File: src/rtl/mem_responder.sv
`default_nettype none
// ============================================================================
// Module      : mem_responder
// Description : Single-port word memory behind a request/acknowledge
//               handshake. A request is sampled only in IDLE. The block then
//               spends WAIT_STATES cycles in WAIT and completes in RESP with a
//               one-cycle registered ack. A write commits, or a read loads
//               rdata, on the edge that enters RESP.
//
// Parameters  : ADDR_W       word address width (depth = 2**ADDR_W words)
//               WAIT_STATES  wait cycles per access, 0..15
//
// Ports       : clock    in   1       system clock, rising edge
//               reset_n  in   1       synchronous active-low reset
//               req      in   1       access request, held until ack
//               we       in   1       1 = write, 0 = read
//               addr     in   ADDR_W  word address
//               wdata    in   16      write data
//               rdata    out  16      read data, held until the next read
//               ack      out  1       one-cycle completion pulse
//               busy     out  1       high whenever the FSM is not in IDLE
//               perr     out  1       parity error on the current read
//
// Build option: MEM_RESPONDER_PARITY_EN
//               defined   -> 17-bit words (data + even parity), perr live
//               undefined -> 16-bit words, perr tied to 0
//
// Revision    : 1.0  initial release
// ============================================================================
module mem_responder #(
    parameter int ADDR_W      = 8,
    parameter int WAIT_STATES = 1
) (
    input  logic              clock,
    input  logic              reset_n,
    input  logic              req,
    input  logic              we,
    input  logic [ADDR_W-1:0] addr,
    input  logic [15:0]       wdata,
    output logic [15:0]       rdata,
    output logic              ack,
    output logic              busy,
    output logic              perr
);

    // ------------------------------------------------------------------------
    // Constants
    // ------------------------------------------------------------------------
    localparam int          c_DEPTH = 1 << ADDR_W;
    localparam logic [3:0]  c_WAIT  = 4'(WAIT_STATES);
`ifdef MEM_RESPONDER_PARITY_EN
    localparam int          c_WORD_W = 17;
`else
    localparam int          c_WORD_W = 16;
`endif

    // ------------------------------------------------------------------------
    // State encoding
    // ------------------------------------------------------------------------
    typedef enum logic [1:0] {
        S_IDLE = 2'd0,
        S_WAIT = 2'd1,
        S_RESP = 2'd2
    } state_t;

    state_t              r_state;
    state_t              w_next_state;

    logic [3:0]          r_cnt;
    logic [3:0]          w_cnt_next;
    logic                w_accept;
    logic                w_enter_resp;

    // Request latched at acceptance
    logic [ADDR_W-1:0]   r_addr;
    logic                r_we;
    logic [15:0]         r_wdata;

    // Access fields seen on the RESP-entry edge
    logic [ADDR_W-1:0]   w_acc_addr;
    logic                w_acc_we;
    logic [15:0]         w_acc_wdata;

    logic [c_WORD_W-1:0] r_mem [c_DEPTH];
    logic [c_WORD_W-1:0] w_wr_word;
    logic [c_WORD_W-1:0] w_rd_word;

    logic [15:0]         r_rdata;
    logic                r_ack;

    // ------------------------------------------------------------------------
    // FSM state register
    // ------------------------------------------------------------------------
    always_ff @(posedge clock) begin
        if (!reset_n) begin
            r_state <= S_IDLE;
        end else begin
            r_state <= w_next_state;
        end
    end

    // ------------------------------------------------------------------------
    // FSM next-state and wait counter
    // ------------------------------------------------------------------------
    always_comb begin
        w_next_state = r_state;
        w_cnt_next   = r_cnt;
        w_accept     = 1'b0;
        w_enter_resp = 1'b0;

        case (r_state)
            S_IDLE: begin
                if (req) begin
                    w_accept = 1'b1;
                    if (c_WAIT == 4'd0) begin
                        // Zero wait states: complete straight from IDLE
                        w_next_state = S_RESP;
                        w_enter_resp = 1'b1;
                        w_cnt_next   = 4'd0;
                    end else begin
                        w_next_state = S_WAIT;
                        w_cnt_next   = c_WAIT;
                    end
                end
            end

            S_WAIT: begin
                w_cnt_next = r_cnt - 4'd1;
                // Leave on the edge where the counter holds 1, giving exactly
                // WAIT_STATES cycles here. The <= also guards a stray zero.
                if (r_cnt <= 4'd1) begin
                    w_next_state = S_RESP;
                    w_enter_resp = 1'b1;
                end
            end

            S_RESP: begin
                w_next_state = S_IDLE;
            end

            default: begin
                w_next_state = S_IDLE;
            end
        endcase
    end

    // ------------------------------------------------------------------------
    // Access fields. With zero wait states, RESP is entered from IDLE on the
    // acceptance edge itself, so the live inputs must be used because the
    // latches are not yet loaded.
    // ------------------------------------------------------------------------
    always_comb begin
        w_acc_addr  = r_addr;
        w_acc_we    = r_we;
        w_acc_wdata = r_wdata;
        if (r_state == S_IDLE) begin
            w_acc_addr  = addr;
            w_acc_we    = we;
            w_acc_wdata = wdata;
        end
    end

    // ------------------------------------------------------------------------
    // Request latches (data only, no reset needed)
    // ------------------------------------------------------------------------
    always_ff @(posedge clock) begin
        if (w_accept) begin
            r_addr  <= addr;
            r_we    <= we;
            r_wdata <= wdata;
        end
    end

    // ------------------------------------------------------------------------
    // Storage word format and read port
    // ------------------------------------------------------------------------
`ifdef MEM_RESPONDER_PARITY_EN
    // Store the data with its even-parity bit in the MSB
    assign w_wr_word = {^w_acc_wdata, w_acc_wdata};
`else
    assign w_wr_word = w_acc_wdata;
`endif

    assign w_rd_word = r_mem[w_acc_addr];

    // ------------------------------------------------------------------------
    // Memory array. Contents survive reset. A reset on the commit edge still
    // blocks the write, so an access aborted in WAIT never lands.
    // ------------------------------------------------------------------------
    always_ff @(posedge clock) begin
        if (reset_n && w_enter_resp && w_acc_we) begin
            r_mem[w_acc_addr] <= w_wr_word;
        end
    end

    // ------------------------------------------------------------------------
    // Wait counter, ack pulse and read data
    // ------------------------------------------------------------------------
    always_ff @(posedge clock) begin
        if (!reset_n) begin
            r_cnt   <= 4'd0;
            r_ack   <= 1'b0;
            r_rdata <= 16'h0000;
        end else begin
            r_cnt <= w_cnt_next;
            // ack is high for exactly the cycle spent in RESP
            r_ack <= w_enter_resp;
            if (w_enter_resp && !w_acc_we) begin
                r_rdata <= w_rd_word[15:0];
            end
        end
    end

    // ------------------------------------------------------------------------
    // Parity error flag
    // ------------------------------------------------------------------------
`ifdef MEM_RESPONDER_PARITY_EN
    logic r_perr;

    always_ff @(posedge clock) begin
        if (!reset_n) begin
            r_perr <= 1'b0;
        end else begin
            // Clear when a new read is accepted; a completion on the same
            // edge (zero wait states) overrides with the fresh result.
            if (w_accept && !we) begin
                r_perr <= 1'b0;
            end
            if (w_enter_resp && !w_acc_we) begin
                // Odd parity across all 17 stored bits means corruption
                r_perr <= ^w_rd_word;
            end
        end
    end

    assign perr = r_perr;
`else
    assign perr = 1'b0;
`endif

    // ------------------------------------------------------------------------
    // Outputs
    // ------------------------------------------------------------------------
    assign rdata = r_rdata;
    assign ack   = r_ack;
    assign busy  = (r_state != S_IDLE);

endmodule
`default_nettype wire

File: config.mk
export PLATFORM = sky130hd
export DESIGN_NAME = mem_responder
export DESIGN_NICKNAME = d
export VERILOG_FILES = /design/src/rtl/mem_responder.sv
export SDC_FILE = /design/constraint.sdc
export NUM_CORES = 2
export LEC_CHECK = 0
export CAP_MARGIN = 25
export CORE_MARGIN = 2
export CORE_UTILIZATION = 27
export DETAILED_ROUTE_END_ITERATION = 6
export PLACE_DENSITY = 0.4
export SLEW_MARGIN = 20
export SYNTH_ARGS = -nofsm -noshare
export SYNTH_HDL_FRONTEND = slang
export SYNTH_SLANG_ARGS = --single-unit
export TNS_END_PERCENT = 30
File: constraint.sdc
create_clock -name clock -period 9.8 [get_ports clock]
set_clock_uncertainty 0.2 [all_clocks]
set_input_delay 2.94 -clock clock [delete_from_list [all_inputs] [get_ports clock]]
set_output_delay 2.94 -clock clock [all_outputs]
set_load 0.1 [all_outputs]
==> run summary <==
Syn avg cell area -> 17.6 um^2
WHS Path Cells -> 2
Syn Inst Count -> 8681
Resize count post-CTS -> 0
Die W -> 757 um
Drt total wl -> 519000 um
Area growth, synth to finish -> 17.6%
Synth top area share -> 80.9%
CTS Buf Count -> 439
Max cap viols -> 0
Core area -> 565000 um^2
Worst r2r src -> r_state[1]$_SDFFE_PN0P_
Post-synth EDFFs -> 4121
Reg2Reg Depth -> 10
Cell Area, Synth -> 153000 um^2
Initial antenna violation count -> 33
Post CTS Setup Buffer Count -> 0
Failing checks -> design-rule violations
Worst vdd ir -> 0.169 mV
Most frequent CP cell -> a21oi_1
FILL cells -> 54300
Cells along the critical path -> clkdlybuf4s50_1 -> inv_1 -> nand3_1 -> o31a_2 -> buf_12 -> buf_4 -> a21oi_1 -> o41ai_1 -> nand4_1 -> a2111oi_0 -> a21oi_1
Least-Margin Pin Slew -> 1.21 ns
Drt wl/cell -> 30.6 um
Worst R2R End -> rdata[5]$_SDFFE_PN0P_
Post-layout nets -> 9114
Max Freq -> 0.138 GHz
Ratio of cells with drive above 1 in the final layout -> 14.4%
# hold bufs at CTS -> 0
Final Wtd Congestion -> 0.787
Crit path capture type -> flop
Final hold violations -> 0
Placed Cells -> 16100
Drt pass-1 iters -> 7
Final worst slack -> 2.57 ns
Full die area -> 573000 um^2
Hold wc startpoint -> r_cnt[0]$_SDFFE_PN0P_
Number of I/O port buffers -> 45
Final period utilization -> 73.8%
FP Rows -> 276
Root buf cell -> clkbuf_16
Pre-CTS setup slack -> 1.48 ns
Final HPWL DP -> 301000 um
TritonCTS Sinks -> 4144
Slew Limit Headroom -> 18.4%
DRC violations left -> 3
Syn Nets -> 8711
Number of global-route vias before repair -> 85900
Ys flop type -> edfxtp_1
Arr. time, crit path -> 7.91 ns
Tightest Hold Check Type -> reg2reg
Clk_lat worst skew -> 1.05 ns
Delay-heaviest family, CP -> compound AO/OA/AOI/OAI gates
Fin. max-slew vios -> 0
WP buf/inv -> 4
CTS max path bufs -> 4
First-pass GRT wire length -> 715000 um
Slowest CP cell -> o41ai_1
Count of different cell masters after synthesis -> 45
Initial DRC Count -> 9457
Leak -> 0.0534 uW
Htree depth -> 5
Synth warnings -> 0
Total track usage -> 17.4%
# IOs -> 47
Yosys top cell by area -> edfxtp_1
Final Instance Count excl. Fillers -> 17000
Startpoint Class -> input port
Critical Path Max Stage Delay -> 0.97 ns
Post-route ant nets -> 0
Critical path class -> in2reg
Clock slew at reported path FFs -> 0.06 ns
Top cells by area, synth -> edfxtp_1 (81%), a22oi_1 (10%), a21oi_1 (3.4%)
Status -> complete, but fails checks
DIE HEIGHT -> 757 um
GR Overflow Total -> 0
Critical Path RT -> 10.47 ns
Reg2Reg Setup Slack -> 3.85 ns
Synth Register Bits -> 4144
Setup TNS -> 0 ns
Critical-path maximum fanout -> 59
Final Critical Period -> 7.23 ns
TritonCTS clock tree -> built
Ys async rst share -> 0%
DR vias/cell -> 5.14
Sequential share of the synthesized area -> 81.2%
Final setup fails -> 0
Via count -> 87300
Pwr/cell area -> 231 nW/um^2
Largest net degree at the start of global routing -> 161
Hold EP -> r_cnt[0]$_SDFFE_PN0P_
Unrepaired setup endpoints after global routing -> false
Initial Utilization -> 27.1%
==> where the power goes <==
part | internal (uW) | switching, uW
Clock | 9240 | 7060
Sequential | 20300 | 44.5
Combinational | 1080 | 3890
Total | 30600 | 11000
==> cell families after synthesis <==
group / count (synthesis) / share of synthesized area (%)
AOI/OAI and AO/OA: 3452 / 15.5
adders and majority gates: 2 / 0.0164
buffers and inverters: 659 / 2.14
DFF: 4144 / 81.2
muxes: 1 / 0.00736
other: 1 / 0.00245
and+or+nand+nor: 422 / 1.18
==> Yosys cell counts (all sizes together) (12+ instances only) <==
master,number
edfxtp,4121
a22oi,2050
a21oi,1049
buf,472
o41ai,248
nor2,239
clkbuf,180
nand2,77
a41oi,44
nand3,29
nor3,28
o21ai,25
dfxtp,23
nand4,16
a2111oi,12
==> worst min-delay path, stage by stage, from the launching register on <==
cell,delay [ns]
dfxtp_1,0.32
inv_1,0.11
o211a_1,0.17
==> cell usage in the layout (no fill, tap or decap), types with 12 or more instances in the layout <==
| cell | count |
|---|---|
| nand3_2 | 16 |
| nor2_4 | 13 |
| nand2_4 | 19 |
| a21oi_1 | 1049 |
| nor3_2 | 20 |
| clkdlybuf4s50_1 | 44 |
| a2111oi_0 | 12 |
| nor2_1 | 175 |
| dfxtp_1 | 23 |
| buf_12 | 71 |
| diode_2 | 15 |
| edfxtp_1 | 4121 |
| bufinv_16 | 37 |
| o41ai_1 | 212 |
| o41ai_2 | 36 |
| clkbuf_1 | 83 |
| buf_4 | 457 |
| nand3_1 | 13 |
| buf_8 | 15 |
| o21ai_0 | 20 |
| nor2_2 | 50 |
| nand4_1 | 16 |
| clkinv_2 | 90 |
| a41oi_1 | 40 |
| a22oi_1 | 2050 |
| clkinv_1 | 110 |
| nand2_1 | 58 |
| clkbuf_16 | 442 |
==> how the worst max path moves through the flow <==
stage	startpoint	to	slack, ns	cells past startpoint
final	addr[2]	rdata[5]$_SDFFE_PN0P_	2.57	11
after global routing	addr[3]	rdata[5]$_SDFFE_PN0P_	2.47	11
after CTS	r_state[1]$_SDFFE_PN0P_	busy	2.60	3
after detailed placement	addr[2]	rdata[11]$_SDFFE_PN0P_	1.48	11
after global placement	addr[2]	rdata[7]$_SDFFE_PN0P_	1.16	10
after floorplan	wdata[0]	r_mem[0][0]$_DFFE_PP_	2.74	2
==> routing by layer <==
layer	GRT usage, %	vias to the layer above	part of all wire [%]
met2	28.8	2857	48
met3	2.32	557	5.5
met4	3.56	0	2.1
met1	24.6	46600	45
li1	-	37200	-
met5	0	-	0
==> sequential cells by signal, indices dropped and copies added, names as in the netlist <==
signal / flops
ack: 1
r_wdata: 16
rdata: 16
r_state: 2
r_addr: 8
r_cnt: 4
r_mem: 4096
r_we: 1
==> per-stage QoR <==
stage / utilization (%) / instance area (um^2) / hold slack [ns] / power, uW
floorplan: - / 153000 / 0.347 / 23500
global placement: 29.2 / 165000 / 0.360 / 25700
detailed placement: 29.4 / 166000 / 0.413 / 25800
CTS: 31.8 / 180000 / 0.428 / 42100
global route: 31.8 / 180000 / 0.446 / 42900
finish: 31.9 / 180000 / 0.430 / 41600
==> layout make-up <==
type                            instances  area [um^2]  area share (%)
Antenna cell                           15         37.5          0.0209
Clock buffer                          527        11400            6.34
Clock inverter                        269         2500            1.39
Inverter                                7         26.3          0.0146
Multi-Input combinational cell       3878        26500            14.7
Sequential cell                      4144       124000            69.1
Tap cell                             7506         9390            5.22
Timing Repair Buffer                  614         5830            3.24
(Power assumes the default switching activity.)
